$ cat src/rtl/alu_pkg.sv
// alu_pkg
//   Shared definitions for the 8-bit ALU datapath and the alu_seq command
//   sequencer: ALU S-codes, command opcodes, sequencer FSM states and a
//   small helper used to split multi-position shifts into ALU passes.
package alu_pkg;

  // ALU S-codes. Shift/rotate codes are bases: OR the amount into [1:0].
  localparam logic [4:0] S_SHL  = 5'b00000;
  localparam logic [4:0] S_SHR  = 5'b00100;
  localparam logic [4:0] S_ROL  = 5'b01000;
  localparam logic [4:0] S_ROR  = 5'b01100;
  localparam logic [4:0] S_ZERO = 5'b10000;
  localparam logic [4:0] S_PASS = 5'b11000;
  localparam logic [4:0] S_ADD  = 5'b11001;
  localparam logic [4:0] S_SUB  = 5'b11010;
  localparam logic [4:0] S_NEG  = 5'b11011;
  localparam logic [4:0] S_OR   = 5'b11100;
  localparam logic [4:0] S_AND  = 5'b11101;
  localparam logic [4:0] S_XOR  = 5'b11110;
  localparam logic [4:0] S_NOT  = 5'b11111;

  typedef enum logic [3:0] {
    OP_LOAD  = 4'd0,
    OP_ADD   = 4'd1,
    OP_SUB   = 4'd2,
    OP_NEG   = 4'd3,
    OP_OR    = 4'd4,
    OP_AND   = 4'd5,
    OP_XOR   = 4'd6,
    OP_NOT   = 4'd7,
    OP_SHL   = 4'd8,
    OP_SHR   = 4'd9,
    OP_ROL   = 4'd10,
    OP_ROR   = 4'd11,
    OP_MUL   = 4'd12,
    OP_CLR   = 4'd13,
    OP_RSV14 = 4'd14,
    OP_RSV15 = 4'd15
  } cmd_op_e;

  typedef enum logic [1:0] {
    ST_IDLE    = 2'd0,
    ST_EXEC    = 2'd1,
    ST_MUL_ADD = 2'd2,
    ST_MUL_SHF = 2'd3
  } state_e;

  // Positions moved by one ALU pass: the ALU shifts at most 3 per pass.
  function automatic logic [1:0] pass_amt(input logic [2:0] rem);
    return (rem > 3'd3) ? 2'd3 : rem[1:0];
  endfunction

endpackage

$ cat src/rtl/alu.sv
// alu
//   8-bit combinational ALU datapath.
//   Ports:
//     a, b  in  8 - operands
//     s     in  5 - S-code (0xxxx shift/rotate by s[1:0], 10xxx zero,
//                   11xxx PASS/ADD/SUB/NEG/OR/AND/XOR/NOT)
//     f     out 8 - result
module alu
  import alu_pkg::*;
(
  input  logic [7:0] a,
  input  logic [7:0] b,
  input  logic [4:0] s,
  output logic [7:0] f
);

  logic [15:0] rol_full;
  logic [15:0] ror_full;

  // Rotates taken from a doubled copy of a so that amount 0 needs no special case.
  assign rol_full = {a, a} << s[1:0];
  assign ror_full = {a, a} >> s[1:0];

  always_comb begin
    f = 8'h00;
    if (!s[4]) begin
      case (s[3:2])
        2'b00:   f = a << s[1:0];
        2'b01:   f = a >> s[1:0];
        2'b10:   f = rol_full[15:8];
        default: f = ror_full[7:0];
      endcase
    end else if (s[3]) begin
      case (s[2:0])
        3'd0:    f = a;
        3'd1:    f = a + b;
        3'd2:    f = a - b;
        3'd3:    f = 8'h00 - a;
        3'd4:    f = a | b;
        3'd5:    f = a & b;
        3'd6:    f = a ^ b;
        default: f = ~a;
      endcase
    end
  end

endmodule

$ cat src/rtl/alu_seq.sv
// alu_seq
//   Accumulator command sequencer around the alu datapath. Accepts one
//   command per valid/ready handshake and runs it as one or more ALU passes
//   (multi-pass shifts/rotates, 8-iteration shift-add multiply).
//   Ports:
//     clk        in  1 - clock
//     rst_n      in  1 - synchronous active-low reset
//     cmd_valid  in  1 - command present
//     cmd_ready  out 1 - accepting (IDLE and not in reset)
//     cmd_op     in  4 - opcode (cmd_op_e)
//     cmd_data   in  8 - operand B / shift amount in [2:0]
//     acc        out 8 - accumulator
//     zero       out 1 - acc == 0
//     done       out 1 - one-cycle completion pulse
//     err        out 1 - reserved opcode, pulses with done
module alu_seq
  import alu_pkg::*;
(
  input  logic       clk,
  input  logic       rst_n,
  input  logic       cmd_valid,
  output logic       cmd_ready,
  input  logic [3:0] cmd_op,
  input  logic [7:0] cmd_data,
  output logic [7:0] acc,
  output logic       zero,
  output logic       done,
  output logic       err
);

  state_e     state_reg, state_next;
  cmd_op_e    op_reg, op_next;
  logic [7:0] data_reg, data_next;
  logic [2:0] rem_reg, rem_next;
  logic [7:0] acc_reg, acc_next;
  logic [7:0] m_reg, m_next;
  logic [7:0] q_reg, q_next;
  logic [7:0] p_reg, p_next;
  logic [2:0] cnt_reg, cnt_next;
  logic       done_reg, done_next;
  logic       err_reg, err_next;

  logic [7:0] alu_a, alu_b, alu_f;
  logic [4:0] alu_s;
  logic [1:0] amt;

  alu u_alu (
    .a (alu_a),
    .b (alu_b),
    .s (alu_s),
    .f (alu_f)
  );

  assign cmd_ready = rst_n && (state_reg == ST_IDLE);
  assign acc       = acc_reg;
  assign zero      = (acc_reg == 8'h00);
  assign done      = done_reg;
  assign err       = err_reg;

  always_comb begin
    state_next = state_reg;
    op_next    = op_reg;
    data_next  = data_reg;
    rem_next   = rem_reg;
    acc_next   = acc_reg;
    m_next     = m_reg;
    q_next     = q_reg;
    p_next     = p_reg;
    cnt_next   = cnt_reg;
    done_next  = 1'b0;
    err_next   = 1'b0;
    alu_a      = acc_reg;
    alu_b      = data_reg;
    alu_s      = S_PASS;
    amt        = pass_amt(rem_reg);

    case (state_reg)
      ST_IDLE: begin
        if (cmd_valid) begin
          op_next   = cmd_op_e'(cmd_op);
          data_next = cmd_data;
          rem_next  = cmd_data[2:0];
          if (cmd_op_e'(cmd_op) == OP_MUL) begin
            m_next     = acc_reg;
            q_next     = cmd_data;
            p_next     = 8'h00;
            cnt_next   = 3'd0;
            state_next = ST_MUL_ADD;
          end else begin
            state_next = ST_EXEC;
          end
        end
      end

      ST_EXEC: begin
        // Single-pass ops fall through to completion; shifts loop here
        // until the remaining amount reaches zero.
        state_next = ST_IDLE;
        done_next  = 1'b1;
        acc_next   = alu_f;
        case (op_reg)
          OP_LOAD: begin
            alu_a = data_reg;
            alu_s = S_PASS;
          end
          OP_ADD:  alu_s = S_ADD;
          OP_SUB:  alu_s = S_SUB;
          OP_NEG:  alu_s = S_NEG;
          OP_OR:   alu_s = S_OR;
          OP_AND:  alu_s = S_AND;
          OP_XOR:  alu_s = S_XOR;
          OP_NOT:  alu_s = S_NOT;
          OP_CLR:  alu_s = S_ZERO;
          OP_SHL, OP_SHR, OP_ROL, OP_ROR: begin
            // Opcode low bits line up with the S-code shift-type field.
            alu_s    = {1'b0, op_reg[1:0], amt};
            rem_next = rem_reg - {1'b0, amt};
            if (rem_next != 3'd0) begin
              state_next = ST_EXEC;
              done_next  = 1'b0;
            end
          end
          default: begin
            acc_next = acc_reg;
            err_next = 1'b1;
          end
        endcase
      end

      ST_MUL_ADD: begin
        alu_a      = p_reg;
        alu_b      = m_reg;
        alu_s      = q_reg[0] ? S_ADD : S_PASS;
        p_next     = alu_f;
        state_next = ST_MUL_SHF;
      end

      default: begin // ST_MUL_SHF
        alu_a    = m_reg;
        alu_s    = S_SHL | 5'd1;
        m_next   = alu_f;
        q_next   = q_reg >> 1;
        cnt_next = cnt_reg + 3'd1;
        if (cnt_reg == 3'd7) begin
          acc_next   = p_reg;
          done_next  = 1'b1;
          state_next = ST_IDLE;
        end else begin
          state_next = ST_MUL_ADD;
        end
      end
    endcase
  end

  always_ff @(posedge clk) begin
    if (!rst_n) begin
      state_reg <= ST_IDLE;
      op_reg    <= OP_LOAD;
      data_reg  <= 8'h00;
      rem_reg   <= 3'd0;
      acc_reg   <= 8'h00;
      m_reg     <= 8'h00;
      q_reg     <= 8'h00;
      p_reg     <= 8'h00;
      cnt_reg   <= 3'd0;
      done_reg  <= 1'b0;
      err_reg   <= 1'b0;
    end else begin
      state_reg <= state_next;
      op_reg    <= op_next;
      data_reg  <= data_next;
      rem_reg   <= rem_next;
      acc_reg   <= acc_next;
      m_reg     <= m_next;
      q_reg     <= q_next;
      p_reg     <= p_next;
      cnt_reg   <= cnt_next;
      done_reg  <= done_next;
      err_reg   <= err_next;
    end
  end

endmodule
$ cat config.mk
export PLATFORM = sky130hd
export DESIGN_NAME = alu_seq
export DESIGN_NICKNAME = d
export VERILOG_FILES = /design/src/rtl/alu_pkg.sv /design/src/rtl/alu.sv /design/src/rtl/alu_seq.sv
export SDC_FILE = /design/constraint.sdc
export NUM_CORES = 1
export LEC_CHECK = 0
export CAP_MARGIN = 5
export CORE_MARGIN = 2
export CORE_UTILIZATION = 50
export DETAILED_ROUTE_END_ITERATION = 10
export PLACE_DENSITY = 0.66
export SYNTH_ARGS = -nofsm -noshare
export SYNTH_HDL_FRONTEND = slang
export SYNTH_SLANG_ARGS = --single-unit
export TNS_END_PERCENT = 1
$ cat constraint.sdc
create_clock -name clk -period 8.4 [get_ports clk]
set_clock_uncertainty 0.1 [all_clocks]
set_input_delay 2.1 -clock clk [delete_from_list [all_inputs] [get_ports clk]]
set_output_delay 2.1 -clock clk [all_outputs]
set_load 0.005 [all_outputs]
==> flow_metrics.tcl <==
set metrics [dict create \
    cp-start-kind "input port" \
    holdWs_ns 0.370 \
    grt-busiest-layer "met2" \
    num_rows 36 \
    ys_warn_count 0 \
    avgSynthCellArea_um2 7.33 \
    cpMostUsedCell "clkdlybuf4s50_1" \
    via_per_inst 6.33 \
    yosysTopAreaCellShare_pct 21.4 \
    clock_sinks 54 \
    ir_drop_v 0.000124 \
    synth_edf_count 0 \
    period_minus_slack_ns 5.84 \
    p_leak_nw 2.12 \
    synth-seq-cells 54 \
    ys.flop_type "dfxtp_1" \
    gp_congestion 0.972 \
    cpPeakStageDelay_ns 0.83 \
    grt_pass1_vias 4865 \
    reg2reg_depth 18 \
    crit_chain "clkdlybuf4s50_1 > and2_1 > clkdlybuf4s50_1" \
    syn_area_um2 5060 \
    synth_top_family_by_area "compound AO/OA/AOI/OAI gates" \
    vias 5192 \
    grt_pass1_wl_mm 25.7 \
    finalWorstSetupSlack_ns 2.56 \
    cp_num_cells 3 \
    dr.first_iter.drc_count 528 \
    cts_tree "built" \
    clk_pin_slew_worst_paths_ns 0.10 \
    layout-drive-gt1-share_pct 8.59 \
    coreArea_um2 9770 \
    rsz0062_at_grt "no" \
    crit_buf_inv 2 \
    arrival_ns 3.64 \
    tightestPinTransition_ns 1.20 \
    crit_family "buffers and inverters" \
    place_inst 812 \
    crit_required_ns 6.20 \
    setup_viol 0 \
    synthCells 690 \
    synthTopCellsByArea "dfxtp_1 (21%), ha_1 (7.9%), nand2_1 (6.6%)" \
    port_buffers 26 \
    synthSimpleGateAreaFrac_pct 26.8 \
    nNetsFinal 734 \
    wl_mm 15.9 \
    h-tree-depth 2 \
    synthesis.nets 738 \
    end_kind "output pin" \
    timing_worst_setup_path_type "in2out" \
    status "complete, no violations" \
    fillers 960 \
    synth_xor_area_share_pct 2.08 \
    track_usage_pct 28.7 \
    max_cap_violations 0 \
    final_util_pct 56.1 \
    finalCritPeriodShare_pct 69.5 \
    ant_nets 0 \
    dpl_cell_area_um2 5370 \
    area_delta_synth_final_pct 8.49 \
    setup_tns_ns 0 \
    powerDensity_nw_per_um2 165 \
    final_cells 820 \
    die_h_um 105 \
    use_met1_pct 40.5 \
    die_area_um2 10900 \
    worstSkewPairLatency_ns 0.31 \
    synth_compound_area_share_pct 29.4 \
    hold_path_class "reg2reg" \
    initial_core_util_pct 51.7 \
    seq_area_frac_synth_pct 21.4 \
    finalPower_mw 0.907 \
    dr.pass1.iters 5 \
    hpwl_mm 11.7 \
    ys_types 75 \
    cts_setup_buffers 0 \
    synth.area.mux_share_pct 5.24 \
    crit_fanout 18 \
    fmax_ghz 0.171 \
    io-pin-count 27 \
    relSlewSlack_pct 18.8 \
    clockBufferDepth 2 \
    place_ws_ns 2.59 \
    slew_violations 0 \
    met2_usage_pct 46.4 \
    grtUsageMet3_pct 3.93 \
    async_flop_share_pct 0 \
    antenna_found_initial 0 \
    drc 0 \
    grt_overflow_total 0 \
    hold_viol 0 \
    post_cts_resized 0 \
    synthAdderAreaFrac_pct 8.31 \
    chipWidth_um 105 \
    design_area_um2 5490 \
    yosysTopAreaCell "dfxtp_1" \
    insertedDiodeCount 0 \
    routedWlPerCell_um 19.3 \
    grt_max_degree 43 \
    cts_hold_buf 0 \
    cts-root-buf "clkbuf_8" \
    min_path_cells 2 \
    cts_buffers 5 \
    critPathSlowestCell "clkdlybuf4s50_1" \
]
==> metal layers <==
layer / vias to the layer above / wire length (µm)
met3: 26 / 1120
li1: 2520 / -
met4: 0 / 287
met5: - / 0
met2: 212 / 7360
met1: 2434 / 7100
==> worst paths after layout <==
kind                                   to  slack (ns)          from
worst max-delay path            cmd_ready        2.56         rst_n
worst min-delay path             q_reg[7]        0.37      q_reg[7]
worst max register to register   m_reg[7]        2.96  state_reg[1]
worst min register to register   q_reg[7]        0.37      q_reg[7]
==> Yosys cell counts (4+ instances only) <==
cell type and number:
nand3b_1 4, nand2_1 89, mux2i_1 22, nand3_1 12
nor3_1 29, a21oi_1 64, a311oi_1 4, and2_1 4
or3_1 4, a21o_1 5, a221oi_1 4, nand4_1 12
dfxtp_1 54, ha_1 32, a221o_1 6, clkbuf_1 32
o211ai_1 5, a31oi_1 8, o221ai_1 12, xnor2_1 12
buf_1 4, inv_1 29, mux2_2 4, o21ai_0 43
nor2_1 63, o31ai_1 5, nor2b_1 10, o311ai_0 5
and3_1 6, a211oi_1 15, nand2b_1 11, o22ai_1 6
buf_2 9
==> power breakdown <==
part,internal (mW),switching [mW]
Sequential,0.278,0.0238
Combinational,0.157,0.259
Clock,0.0982,0.0912
==> placed cells by master, fill, tap and decap left out, types with 4 or more instances in the layout <==
cell type	synthesis	layout
o22ai_1	6	6
a31oi_1	8	8
clkbuf_8	0	6
xnor2_1	12	12
o221ai_1	12	12
and3_1	6	6
a21o_1	5	5
inv_1	29	29
o311ai_0	5	5
a221oi_1	4	4
mux2i_1	22	22
a211oi_1	15	14
nand2_1	89	89
o21ai_0	43	42
dfxtp_1	54	54
clkdlybuf4s50_1	0	26
nand4_1	12	12
nor2_1	63	63
nand3b_1	4	4
a311oi_1	4	4
nand2b_1	11	11
nand3_1	12	12
buf_4	2	12
nor3_1	29	29
ha_1	32	32
o211ai_1	5	5
a221o_1	6	6
or3_1	4	4
a21oi_1	64	63
nor2b_1	10	10
and2_1	4	4
mux2_2	4	4
o31ai_1	5	5
==> worst register-to-register path: stages (launching register included) <==
cell       delay [ns]
dfxtp_1          0.36
inv_1            0.08
ha_1             0.14
buf_4            0.41
clkinv_1         0.53
o311a_1          0.80
nand4_1          0.39
o21ai_0          0.19
xnor2_1          0.16
ha_1             0.35
or3_1            0.36
o21ai_0          0.10
a31oi_1          0.13
and2_1           0.23
o2111ai_1        0.19
nand3_1          0.12
o221ai_2         0.27
a21oi_1          0.10
a311o_1          0.32
==> area by class of cell <==
type	instances	area, µm²	area share (%)
Timing Repair Buffer	38	350	6.39
Inverter	32	125	2.28
Clock buffer	6	82.6	1.51
Multi-Input combinational cell	555	3640	66.4
Tap cell	133	166	3.03
Clock inverter	2	38.8	0.707
Sequential cell	54	1080	19.7
==> logic make-up (layout without fill, tap and decap cells) <==
family,count (synthesis),after routing
XOR/XNOR,12,12
adder cells (fa/ha/maj),33,33
buffers and inverters,81,78
flip-flops,54,54
AO/OA/AOI/OAI,214,214
multiplexers,26,26
AND/OR/NAND/NOR,270,270
(Power assumes the default switching activity.)
